<file path="config.mk">
export PLATFORM = sky130hd
export DESIGN_NAME = alu_exec_unit
export DESIGN_NICKNAME = d
export VERILOG_FILES = /design/src/rtl/alu_exec_unit.sv
export SDC_FILE = /design/constraint.sdc
export NUM_CORES = 1
export LEC_CHECK = 0
export CORE_MARGIN = 1
export CORE_UTILIZATION = 30
export DETAILED_ROUTE_END_ITERATION = 12
export GPL_ROUTABILITY_DRIVEN = 0
export GPL_TIMING_DRIVEN = 0
export MAX_ROUTING_LAYER = met4
export PLACE_DENSITY_LB_ADDON = 0.1
export SLEW_MARGIN = 20
export SYNTH_ARGS = -nofsm -noshare
export SYNTH_HDL_FRONTEND = slang
export SYNTH_SLANG_ARGS = --single-unit
export TNS_END_PERCENT = 1
</file>
<file path="constraint.sdc">
create_clock -name clk -period 2.6 [get_ports clk]
set_input_delay 0.78 -clock clk [delete_from_list [all_inputs] [get_ports clk]]
set_output_delay 0.78 -clock clk [all_outputs]
set_load 0.01 [all_outputs]
</file>
<file path="src/rtl/alu_exec_unit.sv">
// Execution stage behind the ALU control decoder: single-cycle logic/arith ops plus
// optional iterative MUL/DIV (enabled by defining ALU_MULDIV_EN), with valid/ready on both sides.
module alu_exec_unit #(
    parameter int DATA_W = 32,
    parameter int CNT_W  = 6
) (
    input  logic              clk,
    input  logic              rst_n,
    input  logic              in_valid,
    output logic              in_ready,
    input  logic [2:0]        op,
    input  logic [DATA_W-1:0] a,
    input  logic [DATA_W-1:0] b,
    output logic              out_valid,
    input  logic              out_ready,
    output logic [DATA_W-1:0] result,
    output logic              zero,
    output logic              div0
);

    localparam logic [2:0] OP_NOP = 3'b000;
    localparam logic [2:0] OP_AND = 3'b001;
    localparam logic [2:0] OP_OR  = 3'b010;
    localparam logic [2:0] OP_SUB = 3'b011;
    localparam logic [2:0] OP_MUL = 3'b100;
    localparam logic [2:0] OP_DIV = 3'b101;
    localparam logic [2:0] OP_ADD = 3'b110;
    localparam logic [2:0] OP_SLT = 3'b111;

`ifdef ALU_MULDIV_EN
    typedef enum logic [1:0] {S_IDLE, S_MUL, S_DIV, S_DONE} state_t;
`else
    typedef enum logic [0:0] {S_IDLE, S_DONE} state_t;
`endif

    state_t            state;
    state_t            state_next;
    logic [DATA_W-1:0] alu_res;
    logic [DATA_W-1:0] result_next;
    logic              div0_next;
    logic              load_result;

    always_comb begin
        alu_res = '0;
        case (op)
            OP_AND:  alu_res = a & b;
            OP_OR:   alu_res = a | b;
            OP_SUB:  alu_res = a - b;
            OP_ADD:  alu_res = a + b;
            OP_SLT:  alu_res = ($signed(a) < $signed(b)) ? DATA_W'(1) : '0;
            default: alu_res = '0;
        endcase
    end

`ifdef ALU_MULDIV_EN
    // opx holds multiplicand or divisor, opy multiplier or quotient, acc the product or remainder
    logic [DATA_W-1:0] acc;
    logic [DATA_W-1:0] opx;
    logic [DATA_W-1:0] opy;
    logic [CNT_W-1:0]  cnt;
    logic [DATA_W-1:0] mul_sum;
    logic [DATA_W:0]   div_shift;
    logic [DATA_W:0]   div_diff;
    logic              div_ge;
    logic [DATA_W-1:0] rem_next;
    logic [DATA_W-1:0] quo_next;

    always_comb begin
        mul_sum   = acc + (opy[0] ? opx : '0);
        div_shift = {acc, opy[DATA_W-1]};
        div_diff  = div_shift - {1'b0, opx};
        div_ge    = (div_shift >= {1'b0, opx});
        rem_next  = div_ge ? div_diff[DATA_W-1:0] : div_shift[DATA_W-1:0];
        quo_next  = {opy[DATA_W-2:0], div_ge};
    end

    always_ff @(posedge clk or negedge rst_n) begin
        if (!rst_n) begin
            acc <= '0;
            opx <= '0;
            opy <= '0;
            cnt <= '0;
        end else begin
            case (state)
                S_IDLE: if (in_valid) begin
                    acc <= '0;
                    opx <= (op == OP_DIV) ? b : a;
                    opy <= (op == OP_DIV) ? a : b;
                    cnt <= CNT_W'(DATA_W);
                end
                S_MUL: begin
                    acc <= mul_sum;
                    opx <= opx << 1;
                    opy <= opy >> 1;
                    cnt <= cnt - CNT_W'(1);
                end
                S_DIV: begin
                    acc <= rem_next;
                    opy <= quo_next;
                    cnt <= cnt - CNT_W'(1);
                end
                default: ;
            endcase
        end
    end
`endif

    always_ff @(posedge clk or negedge rst_n) begin
        if (!rst_n) begin
            state <= S_IDLE;
        end else begin
            state <= state_next;
        end
    end

    always_comb begin
        state_next  = state;
        load_result = 1'b0;
        result_next = alu_res;
        div0_next   = 1'b0;
        case (state)
            S_IDLE: if (in_valid) begin
`ifdef ALU_MULDIV_EN
                if (op == OP_MUL) begin
                    state_next = S_MUL;
                end else if (op == OP_DIV && b != '0) begin
                    state_next = S_DIV;
                end else begin
                    load_result = 1'b1;
                    result_next = (op == OP_DIV) ? '1 : alu_res;
                    div0_next   = (op == OP_DIV);
                    state_next  = S_DONE;
                end
`else
                load_result = 1'b1;
                div0_next   = (op == OP_MUL) || (op == OP_DIV);
                state_next  = S_DONE;
`endif
            end
`ifdef ALU_MULDIV_EN
            S_MUL: if (cnt == CNT_W'(1)) begin
                load_result = 1'b1;
                result_next = mul_sum;
                state_next  = S_DONE;
            end
            S_DIV: if (cnt == CNT_W'(1)) begin
                load_result = 1'b1;
                result_next = quo_next;
                state_next  = S_DONE;
            end
`endif
            S_DONE: if (out_ready) begin
                state_next = S_IDLE;
            end
            default: state_next = S_IDLE;
        endcase
    end

    // zero and div0 only move together with a newly registered result
    always_ff @(posedge clk or negedge rst_n) begin
        if (!rst_n) begin
            result <= '0;
            zero   <= 1'b0;
            div0   <= 1'b0;
        end else if (load_result) begin
            result <= result_next;
            zero   <= (result_next == '0);
            div0   <= div0_next;
        end
    end

    assign in_ready  = (state == S_IDLE);
    assign out_valid = (state == S_DONE);

endmodule

</file>
==> results of run 1 <==
## worst paths after layout
check | from | to | slack [ns] | cells after the start
setup / recovery | b[11] | zero$_DFFE_PN0P_ | -1.22 | 16
hold / removal | rst_n | result[17]$_DFFE_PN0P_ | 0.46 | 1
setup reg to reg | out_valid$_DFF_PN0_ | zero$_DFFE_PN0P_ | 0 | 10
hold reg to reg | result[27]$_DFFE_PN0P_ | result[27]$_DFFE_PN0P_ | 0.48 | 2
max in group asynchronous | rst_n | result[10]$_DFFE_PN0P_ | 1.69 | 2
min in group clk | result[27]$_DFFE_PN0P_ | result[27]$_DFFE_PN0P_ | 0.48 | 2
## sequential cells by signal (all words and copies together), names as in the netlist
name       flops
div0           1
result        32
out_valid      1
zero           1
## critical path, cell delays in order
cell      delay, ns
clkbuf_2       0.10
inv_2          0.05
ha_4           0.22
buf_6          0.13
or4_4          0.57
or2_4          0.32
buf_4          0.14
nor2_2         0.13
o21ai_4        0.11
a31oi_4        0.24
a211oi_2       0.13
o31ai_2        0.29
o221a_2        0.23
o221a_2        0.20
nand4_1        0.12
o41ai_2        0.22
## synthesized netlist by cell type (5+ instances only)
master     number  area share
inv_1          94       0.054
nand2_1        81       0.046
nand4_1        11       0.011
o221ai_1        9       0.012
clkbuf_1       34       0.019
a211oi_1       14       0.016
mux2i_1         7       0.011
o21bai_1        9       0.010
nor2_1         85       0.049
ha_1           96        0.18
o221a_2         5      0.0086
nand3_1        17       0.013
and2_1          6      0.0057
nor4_1          8      0.0076
a221o_1         8       0.012
o211ai_1       13       0.015
nor2b_1        15       0.014
xnor2_1         6      0.0080
buf_2           9      0.0069
a2111oi_0       6      0.0080
dfrtp_1        35        0.13
a21oi_1        83       0.063
nor3b_1         5      0.0057
mux2_2         13       0.022
a21o_1         10       0.011
nand2b_1       10      0.0096
a31oi_1         8      0.0076
nor3_1         15       0.011
o21ai_0        59       0.045
a221oi_1        8       0.011
o21a_1         11       0.013
a211o_1         5      0.0067
or3_1           7      0.0067
o31ai_1        20       0.023
## cells by family (layout without fill, tap and decap cells)
kind of cell	after synthesis	count (layout)
xor+xnor	9	9
buf+inv	146	314
compound gates	321	321
simple gates	280	280
flops	35	35
fa+ha+maj	98	98
mux	20	20
## metrics by stage
| stage | utilization | instance area [um^2] |
|---|---|---|
| 2_1_floorplan | - | 6590 |
| 3_3_place_gp | 0.377 | 8000 |
| 3_5_place_dp | 0.379 | 8030 |
| 4_1_cts | 0.408 | 8660 |
| 5_1_grt | 0.459 | 9750 |
| 6_report | 0.459 | 9750 |
## routing by layer
| layer | vias up | GRT usage | wire length (um) |
|---|---|---|---|
| met4 | 0 | 0.0697 | 752 |
| met1 | 3670 | 0.328 | 12500 |
| met5 | - | - | 0 |
| met3 | 58 | 0.0168 | 1740 |
| met2 | 330 | 0.367 | 11800 |
| li1 | 3639 | - | - |
## power groups by stage
stage / Clock [W] / Sequential (W) / Combinational, W
finish: 0.000701 / 0.000771 / 0.00233
detailed placement: 0 / 0.000781 / 0.00185
global route: 0.000737 / 0.000786 / 0.00251
floorplan: 0 / 0.000812 / 0.00100
CTS: 0.000707 / 0.000773 / 0.00200
global placement: 0 / 0.000780 / 0.00185
## repair_timing
action	CTS	global route
gates cloned	0	1
pin swaps	26	60
buffers inserted	10	47
setup endpoints to repair	32	32
gates resized for setup	99	230
## layout make-up
type / count / area (um^2)
multi-input combinational: 728 / 6090
clock inverter: 2 / 35.0
clock buffer: 6 / 139
timing repair buffer: 166 / 1590
sequential: 35 / 876
fill: 2145 / 11500
buffer: 45 / 305
tap: 275 / 344
inverter: 95 / 375
==> run metrics, run 1 <==
DRT iter0 DRCs=598; HP Class=in2async; # diodes=0; Hold WS=0.455 ns; Critical Path RT=2.77 ns; Clk network pwr share=0.184; CTS tree=built; Skew-Pair Late Insertion Delay=0.27 ns; Peak supply drop=0.289 mV; setup TNS=-19.08 ns; Worst Path Arrival=3.99 ns; core area=21200 um^2; Via-to-Cell Ratio=5.69; max-slew violations=0; synthesized instance count=909; internal power=0.00223 W; Final nets=1245; MaxCap Viol Count=0; drt total wl=26800 um; Worst Clk Skew=0.00363 ns; predominant post-synthesis flop cell=dfrtp_1; P_sw=0.00158 W; Critical Path Source Type=input port; Mean Syn Cell Area=7.20 um^2; antenna viol nets, final=0; mux contribution to synthesized area=0.0331; Final Power=0.00381 W; vias in the first global route=7137; Post-Syn Area=6550 um^2; status=complete, but fails checks; Die Y=150 um; Num Clock Sinks=35; DIE WIDTH=150 um; failing checks=setup timing; mean routed wirelength per cell=19.8 um; Tcrit/Tclk final=1.47; CP Class=in2reg; initial antenna violation count=0; Synth Area in Adders=0.190; commonest non-fill, non-tap cell in the layout=nand2_1; Area growth syn-to-layout=48.9%; first-pass GRT wire length=39900 um; Post-synth EDFFs=0; simple-gate share of the synthesized area=0.205; slew margin rel.=0.397; Post-Synth XOR/XNOR Area=0.0120; FP Rows=53; GRT Total Usage=0.237; level count of the clock H-tree=2; Power Dens Cells=390 nW/um^2; die footprint=22400 um^2; most frequent cells in the layout=nand2_1 (80), nor2_1 (78), ha_1 (77); largest family of logic cells by synthesized area=compound AO/OA/AOI/OAI gates; Sw Ratio=0.415; Compound-Gate Fraction of Synth Area=0.338; asr flop ratio synth=1.00; Critical Path End Type=register; DRT Pass-1 Iters=5; routed vias=7697; Netlist cell types=79; Fin. Hold Viols=0; Post-Layout Cell Count=1352; FF+latch count, synth=35; final setup vio count=29; Num CTS Buffers=5; Seq/Total Area, Yosys=0.134; Mapped Nets=1078; Worst-Margin Slew=0.905 ns; HPWL after DPL=20800 um; power share of the combinational group=0.613; IO buf count=106; minimum clock period=3.82 ns; GRT overflow=0; LEAKAGE=4.34 nW; unrepaired setup endpoints after global routing=true; Yosys warnings=0; dpl cells=1292; largest fanout on the critical path=10; root buffer cell=clkbuf_16; DRC Markers=0; final worst slack=-1.22 ns; fmax=0.262 GHz; worst slack, placed=-2.47 ns; CTS Hold Buffers Added=0; ratio of cells with drive above 1 in the final layout=0.268; initial core utilization=0.308; Clock Tree Buf Depth=2; Worst-path clk slew=0.06 ns; Ports=107; Sequential Power Share=0.203; largest net degree at the start of global routing=19
No activity file was read; power rests on OpenSTA's default activity.
==> inputs of run 2 (changes only) <==
--- a/config.mk
+++ b/config.mk
@@ -9,7 +9,6 @@
 export CORE_UTILIZATION = 30
 export DETAILED_ROUTE_END_ITERATION = 12
 export GPL_ROUTABILITY_DRIVEN = 0
-export GPL_TIMING_DRIVEN = 0
 export MAX_ROUTING_LAYER = met4
 export PLACE_DENSITY_LB_ADDON = 0.1
 export SLEW_MARGIN = 20
==> run metrics, run 2 (synthesis results as in run 1) <==
r2r startpoint=out_valid$_DFF_PN0_; crit path launch=b[1]; antenna viol nets, final=0; Tcrit/Tclk final=1.38; status=complete, but fails checks; Power Dens Cells=364 nW/um^2; core area=21200 um^2; largest net degree at the start of global routing=56; Clock Tree Buf Depth=2; routed vias=8584; DRC Markers=0; HPWL after DPL=22200 um; buffer and inverter count on the worst path=4; max reg flops=32; Via-to-Cell Ratio=5.26; fmax=0.278 GHz; max-slew violations=0; Final nets=1526; final worst slack=-0.994 ns; Worst Path Arrival=3.78 ns; Die Y=150 um; Num Clock Sinks=35; level count of the clock H-tree=2; slew margin rel.=0.437; minimum clock period=3.59 ns; Worst-Margin Slew=0.844 ns; setup TNS=-15.82 ns; LEAKAGE=5.59 nW; Worst-path clk slew=0.06 ns; CP cell instances=buf_2 > buf_4 > ha_4 > a21oi_4 > a2111oi_4 > buf_4 > buf_4 > o211ai_1 > a22oi_2 > a311o_1 > xnor2_2 > a221oi_2 > and4b_1 > nand4_1 > o41ai_2; register with the most flip-flops=result; vias in the first global route=8332; Area growth syn-to-layout=84.1%; IO buf count=106; Peak supply drop=0.235 mV; drt total wl=28400 um; Critical Path RT=2.79 ns; DIE WIDTH=150 um; worst slack, placed=-2.06 ns; Critical Path End Type=register; CP Class=in2reg; unrepaired setup endpoints after global routing=true; Ports=107; HP Class=reg2reg; GRT overflow=0; first-pass GRT wire length=43500 um; commonest non-fill, non-tap cell in the layout=buf_4; Worst Clk Skew=0.00365 ns; DRT Pass-1 Iters=6; Num CTS Buffers=5; critical path's largest stage delay=0.45 ns; Fin. Hold Viols=0; most frequent cells in the layout=buf_4 (358), nand2_1 (77), nor2_1 (72); ratio of cells with drive above 1 in the final layout=0.484; # diodes=0; CTS tree=built; mean routed wirelength per cell=17.4 um; CTS Hold Buffers Added=0; Skew-Pair Late Insertion Delay=0.28 ns; die footprint=22400 um^2; DRT iter0 DRCs=619; failing checks=setup timing; Worst path slowest cell=a311o_1; hold_sp=result[28]$_DFFE_PN0P_; largest fanout on the critical path=3; final setup vio count=30; initial core utilization=0.308; root buffer cell=clkbuf_16; MaxCap Viol Count=0; most used cell, CP=buf_4; FP Rows=53; Critical Path Source Type=input port; GRT Total Usage=0.254; Worst path top cell family by delay=compound AO/OA/AOI/OAI gates; initial antenna violation count=0
run 2: cell count changes in the layout (fill, tap and decap cells not counted), moves of 8 or more:
cell	delta
ha_4	+12
buf_4	+298
inv_1	-21
buf_6	+18
dlygate4sd2_1	+8
clkbuf_1	-13
inv_2	+19
dlymetal6s2s_1	-24
ha_1	-14
nor2_2	+8
run 2: through the flow:
stage	power (W)	hold WS (ns)	cell area (um^2)	util	std cells
global placement	0.00317	0.461	10300	0.483	1567
finish	0.00439	0.477	12100	0.568	1633
CTS	0.00416	0.484	11400	0.537	1610
detailed placement	0.00317	0.471	10300	0.483	1567
global route	0.00465	0.496	12100	0.568	1633
floorplan	0.00182	0.484	6590	-	909
run 2: power by group:
| group | internal [W] | total, W | switching, W |
|---|---|---|---|
| Combinational | 0.00154 | 0.00294 | 0.00140 |
| Sequential | 0.000676 | 0.000754 | 0.0000784 |
| Clock | 0.000452 | 0.000697 | 0.000245 |
| Total | 0.00267 | 0.00439 | 0.00172 |
run 2: layout make-up:
type / count / area (um^2)
Tap cell: 275 / 344
Sequential cell: 35 / 876
Clock inverter: 3 / 43.8
Fill cell: 2028 / 9170
Inverter: 95 / 379
Multi-Input combinational cell: 728 / 6270
Timing Repair Buffer: 492 / 4020
Clock buffer: 5 / 125
run 2: worst paths after layout:
path | end | slack (ns) | cells past startpoint
worst max-delay path | zero$_DFFE_PN0P_ | -0.99 | 15
worst min-delay path | result[28]$_DFFE_PN0P_ | 0.48 | 2
worst max register to register | zero$_DFFE_PN0P_ | 0.09 | 10
worst min register to register | result[28]$_DFFE_PN0P_ | 0.48 | 2
max in group asynchronous | result[21]$_DFFE_PN0P_ | 1.47 | 1
min in group asynchronous | result[6]$_DFFE_PN0P_ | 0.60 | 1
run 2: routing by layer:
metal / track usage / share of wire / wire [um] / vias up
li1: - / - / - / 4191
met1: 0.343 / 0.47 / 13300 / 4054
met2: 0.409 / 0.46 / 13100 / 286
met3: 0.0226 / 0.048 / 1380 / 53
met4: 0.0545 / 0.021 / 611 / 0
met5: - / 0 / 0 / -
run 2: repair_timing:
item,CTS,global route
hold endpoints to repair,0,0
pin swaps,72,91
setup endpoints to repair,32,31
gates cloned,0,0
gates resized for setup,278,131
setup buffers,35,24
run 2: worst register-to-register path, stage by stage (launching register included):
cell and delay [ns]:
dfrtp_1 0.38, inv_1 0.10, nand2_2 0.08, a2111oi_2 0.33, nand2_1 0.10, or4_4 0.57, nor4_4 0.16, nand4_1 0.16
nor4_2 0.19, nand4_1 0.14, o41ai_2 0.21
